`src/rtl/ffe.sv`:
```
// Multi-lane FIR feed-forward equalizer with a TL-UL register port for the
// tap weights; LANES samples per cycle, one-cycle registered latency.
module ffe #(
  parameter int NTAPS = 5,
  parameter int LANES = 4,
  parameter int FRAC  = 6
) (
  input  logic        clock,
  input  logic        reset,
  output logic        auto_reg_in_a_ready,
  input  logic        auto_reg_in_a_valid,
  input  logic [2:0]  auto_reg_in_a_bits_opcode,
  input  logic [2:0]  auto_reg_in_a_bits_param,
  input  logic [1:0]  auto_reg_in_a_bits_size,
  input  logic [2:0]  auto_reg_in_a_bits_source,
  input  logic [10:0] auto_reg_in_a_bits_address,
  input  logic [7:0]  auto_reg_in_a_bits_mask,
  input  logic [63:0] auto_reg_in_a_bits_data,
  input  logic        auto_reg_in_a_bits_corrupt,
  input  logic        auto_reg_in_d_ready,
  output logic        auto_reg_in_d_valid,
  output logic [2:0]  auto_reg_in_d_bits_opcode,
  output logic [1:0]  auto_reg_in_d_bits_size,
  output logic [2:0]  auto_reg_in_d_bits_source,
  input  logic        io_in_valid,
  input  logic [7:0]  io_in_bits_0,
  input  logic [7:0]  io_in_bits_1,
  input  logic [7:0]  io_in_bits_2,
  input  logic [7:0]  io_in_bits_3,
  output logic        io_out_valid,
  output logic [7:0]  io_out_bits_0,
  output logic [7:0]  io_out_bits_1,
  output logic [7:0]  io_out_bits_2,
  output logic [7:0]  io_out_bits_3
);

  localparam int ACCW = 16 + $clog2(NTAPS) + 1;
  localparam logic signed [ACCW-1:0] MAXV = 127;
  localparam logic signed [ACCW-1:0] MINV = -128;

  logic signed [7:0]      w    [NTAPS];
  logic signed [7:0]      hist [LANES];
  logic signed [7:0]      outr [LANES];
  logic signed [7:0]      smp  [2*LANES];
  logic signed [7:0]      res  [LANES];
  logic signed [ACCW-1:0] acc;
  logic signed [ACCW-1:0] sh;
  logic signed [15:0]     prod;
  logic [7:0]             idx;
  logic                   wr_en;
  logic                   unused;

  assign auto_reg_in_a_ready       = auto_reg_in_d_ready;
  assign auto_reg_in_d_valid       = auto_reg_in_a_valid;
  assign auto_reg_in_d_bits_opcode = (auto_reg_in_a_bits_opcode == 3'd4) ? 3'd1 : 3'd0;
  assign auto_reg_in_d_bits_size   = auto_reg_in_a_bits_size;
  assign auto_reg_in_d_bits_source = auto_reg_in_a_bits_source;

  assign idx   = auto_reg_in_a_bits_address[10:3];
  assign wr_en = auto_reg_in_a_valid && auto_reg_in_d_ready && auto_reg_in_a_bits_mask[0] &&
                 (auto_reg_in_a_bits_opcode == 3'd0 || auto_reg_in_a_bits_opcode == 3'd1);

  assign unused = ^{auto_reg_in_a_bits_param, auto_reg_in_a_bits_corrupt,
                    auto_reg_in_a_bits_address[2:0], auto_reg_in_a_bits_mask[7:1],
                    auto_reg_in_a_bits_data[63:8]};

  // Window of 2*LANES samples: history (older) in the low half, current word above.
  always_comb begin
    for (int unsigned i = 0; i < LANES; i++) smp[i] = hist[i];
    smp[LANES+0] = io_in_bits_0;
    smp[LANES+1] = io_in_bits_1;
    smp[LANES+2] = io_in_bits_2;
    smp[LANES+3] = io_in_bits_3;
  end

  always_comb begin
    acc  = '0;
    sh   = '0;
    prod = '0;
    for (int unsigned i = 0; i < LANES; i++) begin
      acc = '0;
      for (int unsigned k = 0; k < NTAPS; k++) begin
        if (LANES + i >= k) begin
          prod = w[k] * smp[LANES+i-k];
          acc  = acc + ACCW'(prod);
        end
      end
      sh = acc >>> FRAC;
      if (sh > MAXV)      res[i] = 8'sd127;
      else if (sh < MINV) res[i] = -8'sd128;
      else                res[i] = sh[7:0];
    end
  end

  always_ff @(posedge clock) begin
    if (reset) begin
      io_out_valid <= 1'b0;
      for (int unsigned i = 0; i < LANES; i++) begin
        hist[i] <= '0;
        outr[i] <= '0;
      end
      for (int unsigned k = 0; k < NTAPS; k++) w[k] <= (k == 0) ? 8'(1 << FRAC) : '0;
    end else begin
      io_out_valid <= io_in_valid;
      if (io_in_valid) begin
        for (int unsigned i = 0; i < LANES; i++) begin
          hist[i] <= smp[LANES+i];
          outr[i] <= res[i];
        end
      end
      if (wr_en) begin
        for (int unsigned k = 0; k < NTAPS; k++)
          if (idx == 8'(k)) w[k] <= auto_reg_in_a_bits_data[7:0];
      end
    end
  end

  assign io_out_bits_0 = outr[0];
  assign io_out_bits_1 = outr[1];
  assign io_out_bits_2 = outr[2];
  assign io_out_bits_3 = outr[3];

endmodule

```
`config.mk`:
```
export PLATFORM = sky130hd
export DESIGN_NAME = ffe
export DESIGN_NICKNAME = d
export VERILOG_FILES = /design/src/rtl/ffe.sv
export SDC_FILE = /design/constraint.sdc
export NUM_CORES = 2
export LEC_CHECK = 0
export BUFFER_PORTS_ARGS = -buffer_cell sky130_fd_sc_hd__buf_2
export CAP_MARGIN = 20
export CORE_MARGIN = 2
export CORE_UTILIZATION = 30
export CTS_CLUSTER_SIZE = 24
export DETAILED_ROUTE_END_ITERATION = 10
export GPL_ROUTABILITY_DRIVEN = 0
export PLACE_DENSITY = 0.51
export SKIP_CTS_REPAIR_TIMING = 1
export SLEW_MARGIN = 0
export SYNTH_ARGS = -nofsm -noshare
export SYNTH_HDL_FRONTEND = slang
export SYNTH_SLANG_ARGS = --single-unit
export TNS_END_PERCENT = 10
```
`constraint.sdc`:
```
create_clock -name clock -period 8.2 [get_ports clock]
set_clock_uncertainty 0.05 [all_clocks]
set_input_delay 0 -clock clock [delete_from_list [all_inputs] [get_ports clock]]
set_output_delay 0 -clock clock [all_outputs]
set_load 0.1 [all_outputs]
```
==> run_results.csv <==
group,metric,value,unit
sta,maxSlewViolCount,0,
setup_path,crit_fanout,7,
min_path,min_path_type,"input pin to flop",
global_routing,grtUsageTotal,18.4,%
synth,ys_ff_latch,105,
die,die_y,452,um
clock_tree,cts_sinks,105,
setup_path,critPathTopFamily,"adder cells",
die,die-area,0.205,mm2
finish,post-route-util,34.0,%
route,wl_per_cell,20.3,um
flow_run,max_cap_violations,0,
global_routing,antenna_found_initial,21,
sta,fin_ws,0.0735,ns
global_routing,grt_overflow,0,
synth,ys_seq_area_share,5.21,%
finish,drive_above_1_share,10.0,%
setup_path,worstSetupStartpointType,"flop",
synth,synth_area,0.0603,mm2
synth,synth.distinct_cells,74,
sta,finalHoldViolations,0,
setup_path,cp.required,8.39,ns
clock_tree,cts.clk_slew.worst_paths,0.12,ns
setup_path,arrival,8.32,ns
die,initial_core_util,30.2,%
synth,syn_avg_cell_area,9.91,um2
place,io_buffer_count,92,
clock_tree,insertion_delay,0.47,ns
clock_tree,clock_path_buffers,2,
setup_path,path_class,"flop to flop",
setup_path,path_common_cell,"fa_1",
synth,ys_warn_count,0,
sta,relSlewSlack,35.0,%
setup_path,critPathMaxStageDelay,0.61,ns
route,route.antenna.remaining_nets,0,
clock_tree,root_buffer,"clkbuf_16",
clock_tree,cts_htree_levels,3,
clock_tree,cts_tree,"yes",
die,coreArea,0.200,mm2
setup_path,r2r_cells,27,
synth,synth_edf_count,104,
sta,worstMarginPinSlew,0.972,ns
global_routing,grt_pass1_vias,45600,
sta,rsz0062_at_grt,"yes",
outcome,status,"finished, violations left",
finish,synthToLayoutAreaGrowth,12.8,%
synth,synthArstFlopShare,0,%
die,io_pins,175,
sta,post-route-period-util,99.1,%
place,dp_hpwl,156,mm
finish,final_cells,8998,
outcome,violations,"design-rule violations",
finish,finalNetCount,8634,
min_path,hold_path_depth,2,
sta,setup_tns,0,ns
route,routed_wl,183,mm
setup_path,critPathSlowestCell,"fa_2",
synth,postSynthCellCount,6086,
place,dp.cells,8919,
route,drc,2,
setup_path,cp_num_buf_inv,7,
sta,setup_viol,0,
clock_tree,cts_inserted_buffers,9,
route,firstDrtPassIters,8,
setup_path,cp.depth,27,
die,die_w,452,um
die,fp-row-count,164,
synth,synth_ff_type,"edfxtp_1",
route,vias_per_cell,4.46,
global_routing,grt_first_pass_wirelength,281,mm
place,post-place-ws,-0.157,ns
route,vias,40200,
global_routing,grt_max_degree,39,
sta,fmax,0.123,GHz
setup_path,end_kind,"flop",
sta,period_needed,8.13,ns
route,drt_iter0_markers,2380,
-- registers in the layout, summed over array words and instances, names as in the netlist --
| signal | cells |
|---|---|
| hist | 32 |
| io_out_valid | 1 |
| outr | 32 |
| w | 40 |
-- synth_stat cells, drive strengths merged (6+ instances only) --
| cell | n | area share (%) |
|---|---|---|
| nor2 | 125 | 0.78 |
| clkbuf | 222 | 1.4 |
| xnor2 | 59 | 0.86 |
| and2 | 690 | 7.2 |
| nand2b | 69 | 0.72 |
| nor2b | 8 | 0.083 |
| nand2 | 494 | 3.1 |
| inv | 1893 | 12 |
| buf | 11 | 0.12 |
| xor2 | 33 | 0.48 |
| fa | 1684 | 56 |
| nand4 | 9 | 0.093 |
| a31oi | 7 | 0.073 |
| edfxtp | 104 | 5.2 |
| o21ai | 27 | 0.23 |
| o21bai | 8 | 0.10 |
| ha | 484 | 10 |
| a21o | 23 | 0.29 |
| a21oi | 40 | 0.34 |
| a211oi | 6 | 0.091 |
| nor3 | 6 | 0.050 |
-- metal layers --
layer | track usage, % | wire length [um] | vias to the layer above
met5 | 0 | 22 | -
met4 | 5.06 | 5980 | 4
met3 | 2.24 | 9730 | 204
met2 | 31.9 | 90700 | 1044
met1 | 24.2 | 76400 | 21300
li1 | - | - | 17600
-- cells in the final DEF, fill, tap and decap left out, drive strengths merged, types with 5 or more instances in the layout --
master       instances
inv               1895
fa                1684
and2               690
nand2              494
ha                 484
buf                455
nor2               125
edfxtp             104
nand2b              69
xnor2               59
a21oi               40
xor2                33
o21ai               27
a21o                23
clkbuf              12
dlygate4sd3         11
nand4                9
o21bai               8
nor2b                8
a31oi                7
a211oi               6
nor3                 6
clkinv               6
nand4b               5
o21a                 5
a31o                 5
-- stage by stage --
| stage | instance area [um2] | hold slack [ns] |
|---|---|---|
| 2_1_floorplan | 60300 | 0.128 |
| 5_1_grt | 68000 | 0.0280 |
| 4_1_cts | 66600 | -0.250 |
| 3_5_place_dp | 66300 | -0.0493 |
| 3_3_place_gp | 66300 | -0.0493 |
| 6_report | 68000 | 0.0110 |
-- cells by family (layout without fill, tap and decap cells) --
kind of cell	Yosys count	count (layout)	share of synthesized area [%]
compound gates	149	149	1.71
xor+xnor	92	92	1.34
fa+ha+maj	2168	2168	65.9
buf+inv	2129	2381	13.3
flops	105	105	5.21
mux	4	4	0.0685
other cells	1	5	0.00622
simple gates	1438	1438	12.4
-- final timing paths --
kind | start | endpoint | slack [ns]
hold / removal | auto_reg_in_a_bits_data[2] | w[0][10] | 0.01
setup / recovery | w[0][7] | outr[3][6] | 0.07
setup reg to reg | w[0][7] | outr[3][6] | 0.07
hold reg to reg | w[0][0] | outr[1][0] | 1.51
-- final cells by class --
cell class	count	area (um2)
Timing Repair Buffer	469	4160
Clock inverter	7	91.3
Antenna cell	3	7.51
Sequential cell	105	3140
Multi-Input combinational cell	3853	49900
Clock buffer	9	225
Inverter	1896	7120
Tap cell	2656	3320
Fill cell	20500	132000
Power is left out: the tool's default activity adds up to more than one toggle a clock period on the data nets, which glitch-free logic cannot reach.
